<file path="src/rtl/pc_fetch_unit.sv">
// pc_fetch_unit
//   Owns the architectural fetch PC. Issues in-order instruction-memory requests,
//   buffers the returned words and hands {pc, instr} to decode. A redirect from EX
//   reloads the PC, toggles the fetch epoch and flushes the buffer; responses whose
//   request was tagged with the old epoch are dropped when they come back.
//
// Ports
//   clk, rst_n                    clock (rising edge), asynchronous active-low reset
//   redirect_valid, redirect_pc   branch/jump redirect from EX
//   imem_req_valid/ready/addr     instruction-memory request channel
//   imem_rsp_valid/data           in-order response, no backpressure
//   if_valid/ready, if_pc/instr   delivery channel to decode
//   trap_misalign                 misaligned redirect seen (trap build only)
//
// Handshake semantics (both request and delivery channels): a transfer happens on a
// rising edge where valid and ready are both high; valid never depends on ready.
// Here valid may drop without a transfer only because of a redirect, which cancels
// the offered request/instruction in the same cycle.
//
// Build option: define MISALIGN_TRAP_EN to make a misaligned redirect halt fetch and
// raise trap_misalign; otherwise the low two bits of redirect_pc are masked off.
module pc_fetch_unit #(
  parameter logic [31:0] RESET_PC        = 32'h0000_0000,
  parameter int          IBUF_DEPTH      = 2,
  parameter int          MAX_OUTSTANDING = 2
) (
  input  logic        clk,
  input  logic        rst_n,
  input  logic        redirect_valid,
  input  logic [31:0] redirect_pc,
  output logic        imem_req_valid,
  input  logic        imem_req_ready,
  output logic [31:0] imem_req_addr,
  input  logic        imem_rsp_valid,
  input  logic [31:0] imem_rsp_data,
  output logic        if_valid,
  input  logic        if_ready,
  output logic [31:0] if_pc,
  output logic [31:0] if_instr,
  output logic        trap_misalign
);

  localparam int PW = $clog2(IBUF_DEPTH);
  localparam int CW = $clog2(IBUF_DEPTH + 1);
  localparam int OW = $clog2(MAX_OUTSTANDING + 1);

  typedef enum logic [1:0] {
    IDLE = 2'd0,
`ifdef MISALIGN_TRAP_EN
    HALT = 2'd2,
`endif
    RUN  = 2'd1
  } state_t;

  state_t        state_q, state_d;
  logic [31:0]   fetch_pc;
  logic          epoch;
  logic [OW-1:0] outstanding;

  // Tag FIFO: one entry per request in flight. Sized to IBUF_DEPTH (a power of two)
  // so the pointers wrap naturally; MAX_OUTSTANDING never exceeds it.
  logic [31:0]   tag_pc    [IBUF_DEPTH];
  logic          tag_epoch [IBUF_DEPTH];
  logic [PW-1:0] tag_wr, tag_rd;

  logic [31:0]   buf_pc    [IBUF_DEPTH];
  logic [31:0]   buf_instr [IBUF_DEPTH];
  logic [PW-1:0] buf_wr, buf_rd;
  logic [CW-1:0] buf_count;

  logic          run, misalign, redirect_take, flush, credit_ok;
  logic          req_fire, rsp_pop, rsp_keep, if_fire;
  logic [CW:0]   inflight;
  logic [31:0]   redirect_aligned;

  always_comb begin
    redirect_aligned = redirect_pc & ~32'h3;
    run              = (state_q == RUN);
`ifdef MISALIGN_TRAP_EN
    misalign         = run && redirect_valid && (redirect_pc[1:0] != 2'b00);
`else
    misalign         = 1'b0;
`endif
    redirect_take    = run && redirect_valid && !misalign;
    // Any redirect in RUN (taken or trapping) empties the buffer.
    flush            = run && redirect_valid;

    // Credit: every request in flight owns a buffer slot, so a response always fits.
    inflight         = (CW+1)'(outstanding) + {1'b0, buf_count};
    credit_ok        = (inflight < (CW+1)'(IBUF_DEPTH)) &&
                       (outstanding < OW'(MAX_OUTSTANDING));
    imem_req_valid   = run && !redirect_valid && credit_ok;
    imem_req_addr    = fetch_pc;
    req_fire         = imem_req_valid && imem_req_ready;

    // Responses always retire a tag; the word is kept only if it belongs to the
    // current epoch and no redirect is flushing the buffer this cycle.
    rsp_pop          = imem_rsp_valid && (outstanding != '0);
    rsp_keep         = rsp_pop && run && !redirect_valid && (tag_epoch[tag_rd] == epoch);

    if_valid         = (buf_count != '0) && !redirect_valid;
    if_pc            = buf_pc[buf_rd];
    if_instr         = buf_instr[buf_rd];
    if_fire          = if_valid && if_ready;

    state_d = state_q;
    case (state_q)
      IDLE:    state_d = RUN;
      RUN: begin
`ifdef MISALIGN_TRAP_EN
        if (misalign) state_d = HALT;
`endif
      end
      default: state_d = state_q;
    endcase
  end

  always_ff @(posedge clk or negedge rst_n) begin
    if (!rst_n) begin
      state_q <= IDLE;
    end else begin
      state_q <= state_d;
    end
  end

  always_ff @(posedge clk or negedge rst_n) begin
    if (!rst_n) begin
      fetch_pc    <= RESET_PC;
      epoch       <= 1'b0;
      outstanding <= '0;
      tag_wr      <= '0;
      tag_rd      <= '0;
      buf_wr      <= '0;
      buf_rd      <= '0;
      buf_count   <= '0;
      for (int i = 0; i < IBUF_DEPTH; i++) begin
        tag_pc[i]    <= '0;
        tag_epoch[i] <= 1'b0;
        buf_pc[i]    <= '0;
        buf_instr[i] <= '0;
      end
    end else begin
      if (redirect_take) begin
        fetch_pc <= redirect_aligned;
        epoch    <= ~epoch;
      end else if (req_fire) begin
        fetch_pc <= fetch_pc + 32'd4;
      end

      if (req_fire) begin
        tag_pc[tag_wr]    <= fetch_pc;
        tag_epoch[tag_wr] <= epoch;
        tag_wr            <= tag_wr + PW'(1);
      end
      if (rsp_pop) begin
        tag_rd <= tag_rd + PW'(1);
      end
      outstanding <= outstanding + OW'(req_fire) - OW'(rsp_pop);

      if (flush) begin
        buf_wr    <= '0;
        buf_rd    <= '0;
        buf_count <= '0;
      end else begin
        if (rsp_keep) begin
          buf_pc[buf_wr]    <= tag_pc[tag_rd];
          buf_instr[buf_wr] <= imem_rsp_data;
          buf_wr            <= buf_wr + PW'(1);
        end
        if (if_fire) begin
          buf_rd <= buf_rd + PW'(1);
        end
        buf_count <= buf_count + CW'(rsp_keep) - CW'(if_fire);
      end
    end
  end

`ifdef MISALIGN_TRAP_EN
  logic trap_q;

  always_ff @(posedge clk or negedge rst_n) begin
    if (!rst_n) begin
      trap_q <= 1'b0;
    end else if (misalign) begin
      trap_q <= 1'b1;
    end
  end

  assign trap_misalign = trap_q;
`else
  assign trap_misalign = 1'b0;
`endif

endmodule

</file>
<file path="config.mk">
export PLATFORM = sky130hd
export DESIGN_NAME = pc_fetch_unit
export DESIGN_NICKNAME = d
export VERILOG_FILES = /design/src/rtl/pc_fetch_unit.sv
export SDC_FILE = /design/constraint.sdc
export NUM_CORES = 1
export LEC_CHECK = 0
export ABC_AREA = 1
export BUFFER_PORTS_ARGS = -buffer_cell sky130_fd_sc_hd__buf_2
export CORE_MARGIN = 3
export CORE_UTILIZATION = 36
export DETAILED_ROUTE_END_ITERATION = 8
export PLACE_DENSITY = 0.63
export SLEW_MARGIN = 20
export SYNTH_ARGS = -nofsm -noshare
export SYNTH_HDL_FRONTEND = slang
export SYNTH_SLANG_ARGS = --single-unit
</file>
<file path="constraint.sdc">
create_clock -name clk -period 5.4 [get_ports clk]
set_input_delay 0.27 -clock clk [delete_from_list [all_inputs] [get_ports clk]]
set_output_delay 0.27 -clock clk [all_outputs]
set_load 0.05 [all_outputs]
</file>
---- Word level (Yosys, flattened, before mapping) ----
Cells that the tools add are included.
W data, S select, Z words.
word-level totals
  flip-flop bits (word level) ............. 236
  input bits .............................. 70
  output and inout port bits .............. 99
  word-level logic and storage cells ...... 92
cells by class
  add/sub/neg operators ................... 10
  magnitude comparators ................... 8
  equality and inequality tests ........... 1
  muxes and demuxes ....................... 29
  bitwise gates (word level) .............. 6
  reductions and logical operators ........ 21
operator list
  cell                     count
  $mux W32                 13
  $bwmux W64               3
  $demux W32 S1            2
  $add A32 B3 Y32 const B  1
  $logic_and A1 B1 Y1      13
  $reduce_bool A2 Y1       5
  $ge A2 B2 Y1 const B     4
  $mux W1                  8
  $not A1 Y2               4
  $add A1 B1 Y1 const B    4
  $add A2 B1 Y2            2
  $lt A2 B1 Y1 const B     2
  $sub A2 B1 Y2            2
  $add A2 B2 Y3            1
  $lt A3 B2 Y1 const B     1
  $bwmux W2                1
  $logic_not A2 Y1         1
  $lt A2 B2 Y1 const B     1
  $mux W2                  1
  $not A1 Y1               2
  $reduce_and A2 Y1        1
  $demux W1 S1             1
  $eq A1 B1 Y1             1
  $logic_not A1 Y1         1

---- Longest topological paths before layout ----
Gate-level depths: netlist of the first run.
  word-level depth ........................ 9
  gate-level depth with buffers ........... 13
  gate-level depth less buffers ........... 11

---- Least setup slack after synthesis of the first run ----
No wires, ideal clock.
  path kind ............................... register to register
  start point ............................. reg outstanding[0]
  end point ............................... reg outstanding[1]
  setup time .............................. 0.129 ns
  data arrival time ....................... 2.159 ns
  setup slack ............................. 3.112 ns
  stages on the path, launching flop included .. 12
  buffers on the path ..................... 1
  cell sequence ........................... dfrtp_1 nand2_1 inv_1 fa_1 nor2_1 nand4_1 clkbuf_1 ha_1 inv_1 ha_1 xnor2_1 xor2_1
between the ends
  word-level cells in the longest chain between the ends .. 7
ends and longest elaborated chain
  item                      line  text
  start: declaration        58    logic [OW-1:0] outstanding;
  start signal: assignment  158   outstanding <= outstanding + OW'(req_fire) - OW'(rsp_pop);
  $add A2 B2 Y3             89    inflight = (CW+1)'(outstanding) + {1'b0, buf_count};
  $lt A3 B2 Y1              90    credit_ok = (inflight < (CW+1)'(IBUF_DEPTH)) &&
  $logic_and A1 B1 Y1       90
  $logic_and A1 B1 Y1       92    imem_req_valid = run && !redirect_valid && credit_ok;
  $logic_and A1 B1 Y1       94    req_fire = imem_req_valid && imem_req_ready;
  $add A2 B1 Y2             158
  $sub A2 B1 Y2 *           158
Mark *: on every way between the ends. The rest lies on a longest branch, timed or not.
A chain may end at the register's enable or synchronous reset.

---- Worst setup path in the final report of the first run ----
  start point ............................. reg buf_rd
  end point ............................... out if_pc[16]
between the ends
  word-level cells in the longest chain between the ends .. 4
ends and longest elaborated chain
  item                                         line  text
  start: declaration                           68    logic [PW-1:0] buf_wr, buf_rd;
  start signal: assignment                     171   buf_rd <= buf_rd + PW'(1);
  $not A1 Y2 (implied by the code)             102   if_pc = buf_pc[buf_rd];
  $mux W32 (implied by the code) (3 in a row)  102
  end: declaration                             38    output logic [31:0] if_pc,
Every way passes these cells. The select of a mux whose other input is x is not followed.

==> run_results.csv, run 1 <==
group,metric,value,unit
route,viasPerCell,4.83,
worst_setup_path,critPathTopFamily,"buffers and inverters",
logic_synthesis,ys_ff_latch,226,
place,place_congestion,0.869,
clock_network,cts_buffer_depth,3,
route,dr_wl_met3,1970,um
global_routing,grt_max_degree,122,
route,drc_errors,0,
final_layout,fillers,3035,
route,highest_layer,"met4",
clock_network,htree_levels,1,
global_routing,gr-total-overflow,0,
logic_synthesis,synthDistinctLibCells,33,
clock_network,cts_resized,0,
route,drtIter0Drc,829,
worst_setup_path,crit_slowest_cell,"inv_2",
floorplanning,coreArea,30000,um2
route,wl_per_cell,14.7,um
worst_setup_path,slowest_delay,580,ps
sta,finalHoldViolCount,0,
sta,slew_headroom,0.377,
sta,holdWs,14.8,ps
floorplanning,die-area,32900,um2
global_routing,grt_util_all_layers,0.183,
sta,clock_skew,13.4,ps
floorplanning,die_x,182,um
place,port_buffers,161,
worst_setup_path,endpoint_kind,"output port",
clock_network,clkTransAtPathRegs,70,ps
worst_setup_path,worst_ep_arrival_time,2920,ps
logic_synthesis,synthCells,1497,
sta,rsz0062_at_grt,"no",
place,hpwlAfterDp,18600,um
final_layout,num_antenna_cells,0,
route,routed-via-count,9926,
sta,fin_crit_sh,0.590,
global_routing,antenna_found_initial,0,
floorplanning,dieHeight,182,um
worst_setup_path,cp.buffers_inverters,4,
sta,min_period,3190,ps
floorplanning,start_util,0.369,
route,wl,30200,um
logic_synthesis,ys.warnings.count,0,
logic_synthesis,yosysSeqAreaShare,0.510,
global_routing,grt_pass1_vias,9581,
floorplanning,io-pin-count,169,
flow_run,maxCapViolations,0,
global_routing,grt_pass1_wl,50500,um
clock_network,post_cts_buffers,0,
power_and_ir_drop,ir_drop,0.000380,V
route,wl_met2,12900,um
route,ant_nets,0,
final_layout,nets,1725,
worst_setup_path,cp_max_fo,63,
floorplanning,core.rowCount,63,
worst_setup_path,cp_data_required_time,5130,ps
min_path,min-delay-path-class,"input pin to flip-flop",
outcome,status,"finished clean",
sta,setup-violations-final,0,
clock_network,tritoncts,"built",
logic_synthesis,avgSynthCellArea,7.41,um2
final_layout,area_growth,19.9,%
power_and_ir_drop,leakagePower,0.00726,uW
clock_network,insertion_delay,530,ps
final_layout,drive_above_1_share,0.141,
clock_network,cts_made_buffers,26,
route,drtPass1Iterations,5,
route,wl_met1,14800,um
sta,max_freq,314,MHz
worst_setup_path,worstSetupStartpointType,"flip-flop",
clock_network,clockRootBuffer,"clkbuf_16",
worst_setup_path,path_cells,"buf_4 > inv_2 > buf_4 > nand2_1 > nand2_1 > buf_2",
sta,fin_tns_setup,0,ps
sta,worstMarginPinSlew,935,ps
worst_setup_path,crit_type,"flip-flop to output port",
logic_synthesis,synth.cell_area,11100,um2
power_and_ir_drop,powerDensity,610,nW/um2
clock_network,clkSinkCount,226,
sta,drv_slew,0,
-- state kept, by name (all words and copies together), names as in the netlist --
register,flops
tag_wr,1
tag_rd,1
buf_instr,64
buf_wr,1
tag_pc,60
state_q,1
tag_epoch,2
imem_req_addr,30
buf_count,2
buf_pc,60
buf_rd,1
outstanding,2
epoch,1
-- Yosys cell counts, drive strengths merged --
cell type | instances | share of area
a211oi | 1 | 0.00068
a31oi | 1 | 0.00056
xor2 | 5 | 0.0039
fa | 1 | 0.0018
a21oi | 37 | 0.017
o21ai | 56 | 0.025
nand2 | 700 | 0.24
dfrtp | 226 | 0.51
a22oi | 1 | 0.00068
xnor2 | 2 | 0.0016
nand3 | 166 | 0.075
nor3 | 7 | 0.0042
o211ai | 3 | 0.0020
nor2 | 126 | 0.044
conb | 2 | 0.00068
clkbuf | 29 | 0.0098
ha | 5 | 0.0056
buf | 58 | 0.033
clkinv | 2 | 0.00068
o22ai | 4 | 0.0023
inv | 62 | 0.021
nand4 | 2 | 0.0011
and3 | 1 | 0.00056
-- what timing repair did --
item                                    in CTS  in global routing
endpoints found under the setup margin       0                  0
hold endpoints to repair                   178                  0
hold buffers                                34                  0
-- layer usage --
metal | global-route usage | up-vias
li1 | - | 5004
met1 | 0.277 | 4544
met4 | 0.0344 | 0
met3 | 0.0290 | 41
met5 | 0 | -
met2 | 0.280 | 337
-- path summary, 6_finish.rpt --
kind / startpoint / endpoint / slack (ps) / cells after the start
min in group asynchronous: rst_n / buf_instr[35] / 440 / 2
worst max-delay path: buf_rd / if_pc[16] / 2210 / 6
worst max register to register: tag_rd / buf_pc[2] / 2530 / 7
worst min-delay path: redirect_pc[17] / imem_req_addr[17] / 10 / 3
worst min register to register: buf_pc[54] / buf_pc[54] / 470 / 2
max in group asynchronous: rst_n / buf_wr / 3610 / 3
-- cells by family after synthesis --
group,synth area share
and+or+nand+nor,0.364
buffers and inverters,0.0647
xor gates and xnor gates,0.00553
DFF,0.510
other,0.000677
adders and majority gates,0.00745
AOI/OAI and AO/OA,0.0482
-- placed cells by master (no fill, tap or decap), types with 2 or more instances in the layout --
master         instances
xor2_1                 5
a21oi_1               37
bufinv_16              4
nand2_4                3
nand3_1              166
dfrtp_1              224
o21ai_0               26
clkinv_1               2
inv_1                 56
clkbuf_1               3
clkbuf_16             27
clkbuf_8               6
inv_2                  6
nor3_1                 6
xnor2_1                2
dfrtp_2                2
o22ai_1                4
o21ai_1               30
conb_1                 6
dlygate4sd3_1         34
ha_1                   5
nand4_1                2
nand2_1              695
buf_4                 12
clkinv_2               4
buf_2                160
o211ai_1               3
nor2_1               121
nor2_2                 4
nand2_2                2
-- stage by stage --
| stage | power (uW) | setup slack (ps) | cell area (um2) | cells | util |
|---|---|---|---|---|---|
| 2_1_floorplan | 5330 | 3110 | 11100 | 1501 | - |
| 3_3_place_gp | 6210 | 2550 | 12000 | 1977 | 0.401 |
| 3_5_place_dp | 6270 | 2520 | 12000 | 1977 | 0.401 |
| 4_1_cts | 8190 | 2160 | 13300 | 2056 | 0.443 |
| 5_1_grt | 8670 | 2040 | 13300 | 2056 | 0.443 |
| 6_report | 8110 | 2210 | 13300 | 2056 | 0.443 |
-- final cells by class --
class                           count  area, um2  area share
Timing Repair Buffer              207       1250      0.0937
Multi-Input combinational cell   1124       4750       0.357
Inverter                           64        240      0.0181
Clock inverter                      9        149      0.0112
Tap cell                          390        488      0.0367
Clock buffer                       36        769      0.0579
Sequential cell                   226       5660       0.425
-- power by group --
group	switching, uW	total, uW	internal [uW]
sequential	404	2740	2330
clock	691	1870	1180
combinational	2680	3510	829
-- worst min-delay path, stage by stage --
cell and delay (ps):
buf_2 70, o21ai_0 70, nor2_1 90
(Power assumes the default switching activity.)
==> run 2: changes to the inputs <==
--- a/config.mk
+++ b/config.mk
@@ -5,12 +5,12 @@
 export SDC_FILE = /design/constraint.sdc
 export NUM_CORES = 1
 export LEC_CHECK = 0
-export ABC_AREA = 1
+export ABC_AREA = 0
 export BUFFER_PORTS_ARGS = -buffer_cell sky130_fd_sc_hd__buf_2
 export CORE_MARGIN = 3
 export CORE_UTILIZATION = 36
 export DETAILED_ROUTE_END_ITERATION = 8
-export PLACE_DENSITY = 0.63
+export PLACE_DENSITY = 0.65
 export SLEW_MARGIN = 20
 export SYNTH_ARGS = -nofsm -noshare
 export SYNTH_HDL_FRONTEND = slang
==> constraint.sdc (replaced) <==
create_clock -name clk -period 2.6 [get_ports clk]
set_input_delay 0.13 -clock clk [delete_from_list [all_inputs] [get_ports clk]]
set_output_delay 0.13 -clock clk [all_outputs]
set_load 0.05 [all_outputs]
==> run 2 against run 1 <==
  * First-iteration DRC count down 53%
  * Critical path type is now flip-flop to flip-flop
  * Non-clock buffer count up 72
  * Wire length down 13%
  * Clock-buffer cell count unchanged
  * The flow now finishes with violations (negative setup slack)
  * Power up 100%
  * Synthesized cell count down 47%
  * Combinational power up 100%
==> run_results.csv, run 2 <==
group,metric,value,unit
floorplanning,core.rowCount,61,
route,viasPerCell,5.10,
final_layout,largest_register_ffs,64,
sta,slew_headroom,0.557,
sta,clock_skew,16.8,ps
place,post_dp_cell_area,12000,um2
floorplanning,die-area,31200,um2
clock_network,clkSinkCount,226,
sta,max_freq,366,MHz
sta,finalHoldViolCount,0,
global_routing,gr-total-overflow,0,
worst_setup_path,cp_data_required_time,3040,ps
power_and_ir_drop,ir_drop,0.000597,V
outcome,violations,"negative setup slack",
power_and_ir_drop,leakagePower,0.00657,uW
global_routing,antenna_found_initial,0,
logic_synthesis,synth-xor-area-share,0.0117,
floorplanning,die_x,177,um
place,port_buffers,161,
logic_synthesis,synthDistinctLibCells,53,
final_layout,final_common_cell,"mux2_2",
logic_synthesis,synth_edf_count,0,
global_routing,grt_pass1_vias,7685,
floorplanning,coreArea,28200,um2
logic_synthesis,synth-simple-area-share,0.0699,
worst_setup_path,crit_type,"flip-flop to flip-flop",
logic_synthesis,synth_mux_area_frac,0.300,
worst_setup_path,endpoint_kind,"flip-flop",
clock_network,cts_made_buffers,26,
sta,drv_slew,0,
clock_network,tritoncts,"built",
logic_synthesis,synth_compound_area_frac,0.0433,
global_routing,grt_max_degree,76,
final_layout,nets,1120,
final_layout,num_antenna_cells,0,
route,routed-via-count,7348,
clock_network,clkTransAtPathRegs,60,ps
logic_synthesis,synth_top_area_frac,0.540,
logic_synthesis,yosys.area_share.adder,0.00789,
final_layout,final_cell_mix,"mux2_2, dfrtp_1, buf_2",
place,preCtsSetupSlack,-136,ps
final_layout,fillers,2493,
clock_network,htree_levels,1,
logic_synthesis,synth.most_common_cell,"mux2_2",
final_layout,finish.instance_area,13900,um2
worst_setup_path,slowest_delay,550,ps
logic_synthesis,synth_largest_area_cell,"dfrtp_1",
sta,fin_ws,-131,ps
final_layout,area_growth,32.8,%
power_and_ir_drop,powerDensity,1190,nW/um2
logic_synthesis,yosysSeqAreaShare,0.540,
worst_setup_path,r2r-start,"outstanding[0]",
route,wl_per_cell,18.2,um
final_layout,drive_above_1_share,0.529,
min_path,whs_path_depth,4,
worst_setup_path,worstSetupStartpointType,"flip-flop",
min_path,min-delay-path-class,"input pin to flip-flop",
worst_setup_path,critPathTopFamily,"simple AND/OR/NAND/NOR gates",
route,drtIter0Drc,390,
worst_setup_path,r2r_slack,-130,ps
global_routing,grt_pass1_wl,41800,um
logic_synthesis,ys_ff_latch,226,
logic_synthesis,ys.warnings.count,0,
sta,min_period,2730,ps
outcome,status,"complete, but fails checks",
final_layout,largest-register,"buf_instr",
power_and_ir_drop,fin_total_pwr,16500,uW
logic_synthesis,synthTopCellsByCount,"mux2_2, dfrtp_1, clkbuf_1",
logic_synthesis,synth.cell_area,10500,um2
worst_setup_path,worstSetupPathDepth,6,
worst_setup_path,path_cells,"and2_4 > fa_1 > or4b_4 > or4_4 > or4_1 > a31oi_1",
sta,rsz0062_at_grt,"yes",
sta,worstMarginPinSlew,657,ps
route,ant_nets,0,
worst_setup_path,cp_max_fo,8,
flow_run,maxCapViolations,0,
worst_setup_path,cp.buffers_inverters,0,
clock_network,clockRootBuffer,"clkbuf_16",
route,drtPass1Iterations,5,
worst_setup_path,crit_slowest_cell,"or4b_4",
worst_setup_path,ff2ff_path_depth,6,
floorplanning,dieHeight,177,um
logic_synthesis,ys_async_sr_fraction,1.00,
clock_network,cts_buffer_depth,3,
logic_synthesis,synthFlopType,"dfrtp_1",
route,drc_errors,0,
worst_setup_path,worst_ep_arrival_time,3170,ps
logic_synthesis,synthCells,786,
floorplanning,start_util,0.371,
logic_synthesis,synthTopCellsByArea,"dfrtp_1, mux2_2, clkbuf_1",
sta,fin_crit_sh,1.05,
route,wl,26200,um
floorplanning,io-pin-count,169,
worst_setup_path,crit_end,"imem_req_addr[16]",
clock_network,insertion_delay,530,ps
final_layout,reg.largest.list,"buf_instr (64), buf_pc (60), tag_pc (60)",
place,hpwlAfterDp,17200,um
logic_synthesis,synth_top_family_by_area,"multiplexers",
worst_setup_path,startpoint,"outstanding[0]",
place,place_congestion,0.835,
logic_synthesis,avgSynthCellArea,13.3,um2
worst_setup_path,worstReg2RegEnd,"imem_req_addr[16]",
sta,setup-violations-final,32,
global_routing,grt_util_all_layers,0.165,
-- run 2: logic make-up after synthesis --
group | after synthesis
other cells | 2
compound gates | 62
flops | 226
mux | 279
buf+inv | 61
xor+xnor | 14
simple gates | 136
fa+ha+maj | 6
-- run 2: repair_timing --
action | 4_1_cts | 5_1_grt
cloned | 0 | 3
pin swaps | 2 | 3
endpoints found under the setup margin | 73 | 72
buffers inserted | 1 | 5
endpoints found under the hold margin | 166 | 0
hold buffers | 63 | 0
resized for setup | 7 | 35
-- run 2: worst min path at each step --
stage / startpoint / to / slack [ps]
2_1_floorplan: rst_n / buf_count[0] / -170
3_3_place_gp: rst_n / buf_pc[57] / 150
3_5_place_dp: rst_n / buf_pc[57] / 150
4_1_cts: if_ready / buf_rd / 5
5_1_grt: if_ready / buf_rd / 40
6_report: if_ready / buf_rd / 30
-- run 2: worst min-delay path: stages --
cell     delay, ps
buf_2           70
and2_1         160
xnor2_1         70
nor2_1          80
-- run 2: through the flow --
stage / hold WS, ps / setup TNS [ps] / util / cells
6_report: 27.6 / -1780 / 0.492 / 1442
5_1_grt: 37.6 / -5620 / 0.492 / 1442
2_1_floorplan: -166 / -530 / - / 790
4_1_cts: 4.75 / -383 / 0.482 / 1434
3_5_place_dp: 149 / -773 / 0.426 / 1322
3_3_place_gp: 151 / -351 / 0.426 / 1322
-- run 2: metal layers --
metal | up-vias | GRT usage | wire length [um]
met5 | - | 0 | 0
met4 | 0 | 0.0390 | 580
met3 | 36 | 0.0273 | 1450
met2 | 207 | 0.275 | 12500
met1 | 3713 | 0.227 | 11700
li1 | 3392 | - | -
-- run 2: cell type report --
type / instances / area [um2] / share of cell area
Clock buffer: 36 / 759 / 0.0547
Clock inverter: 12 / 144 / 0.0104
Inverter: 8 / 35.0 / 0.00252
Multi-Input combinational cell: 503 / 4780 / 0.344
Sequential cell: 226 / 5660 / 0.407
Tap cell: 378 / 473 / 0.0340
Timing Repair Buffer: 279 / 2050 / 0.148
-- run 2: power breakdown --
group	switching [uW]	total, uW	leakage [uW]	internal [uW]
Clock	1450	3790	0.000449	2340
Sequential	765	5550	0.00289	4790
Combinational	4160	7140	0.00323	2980
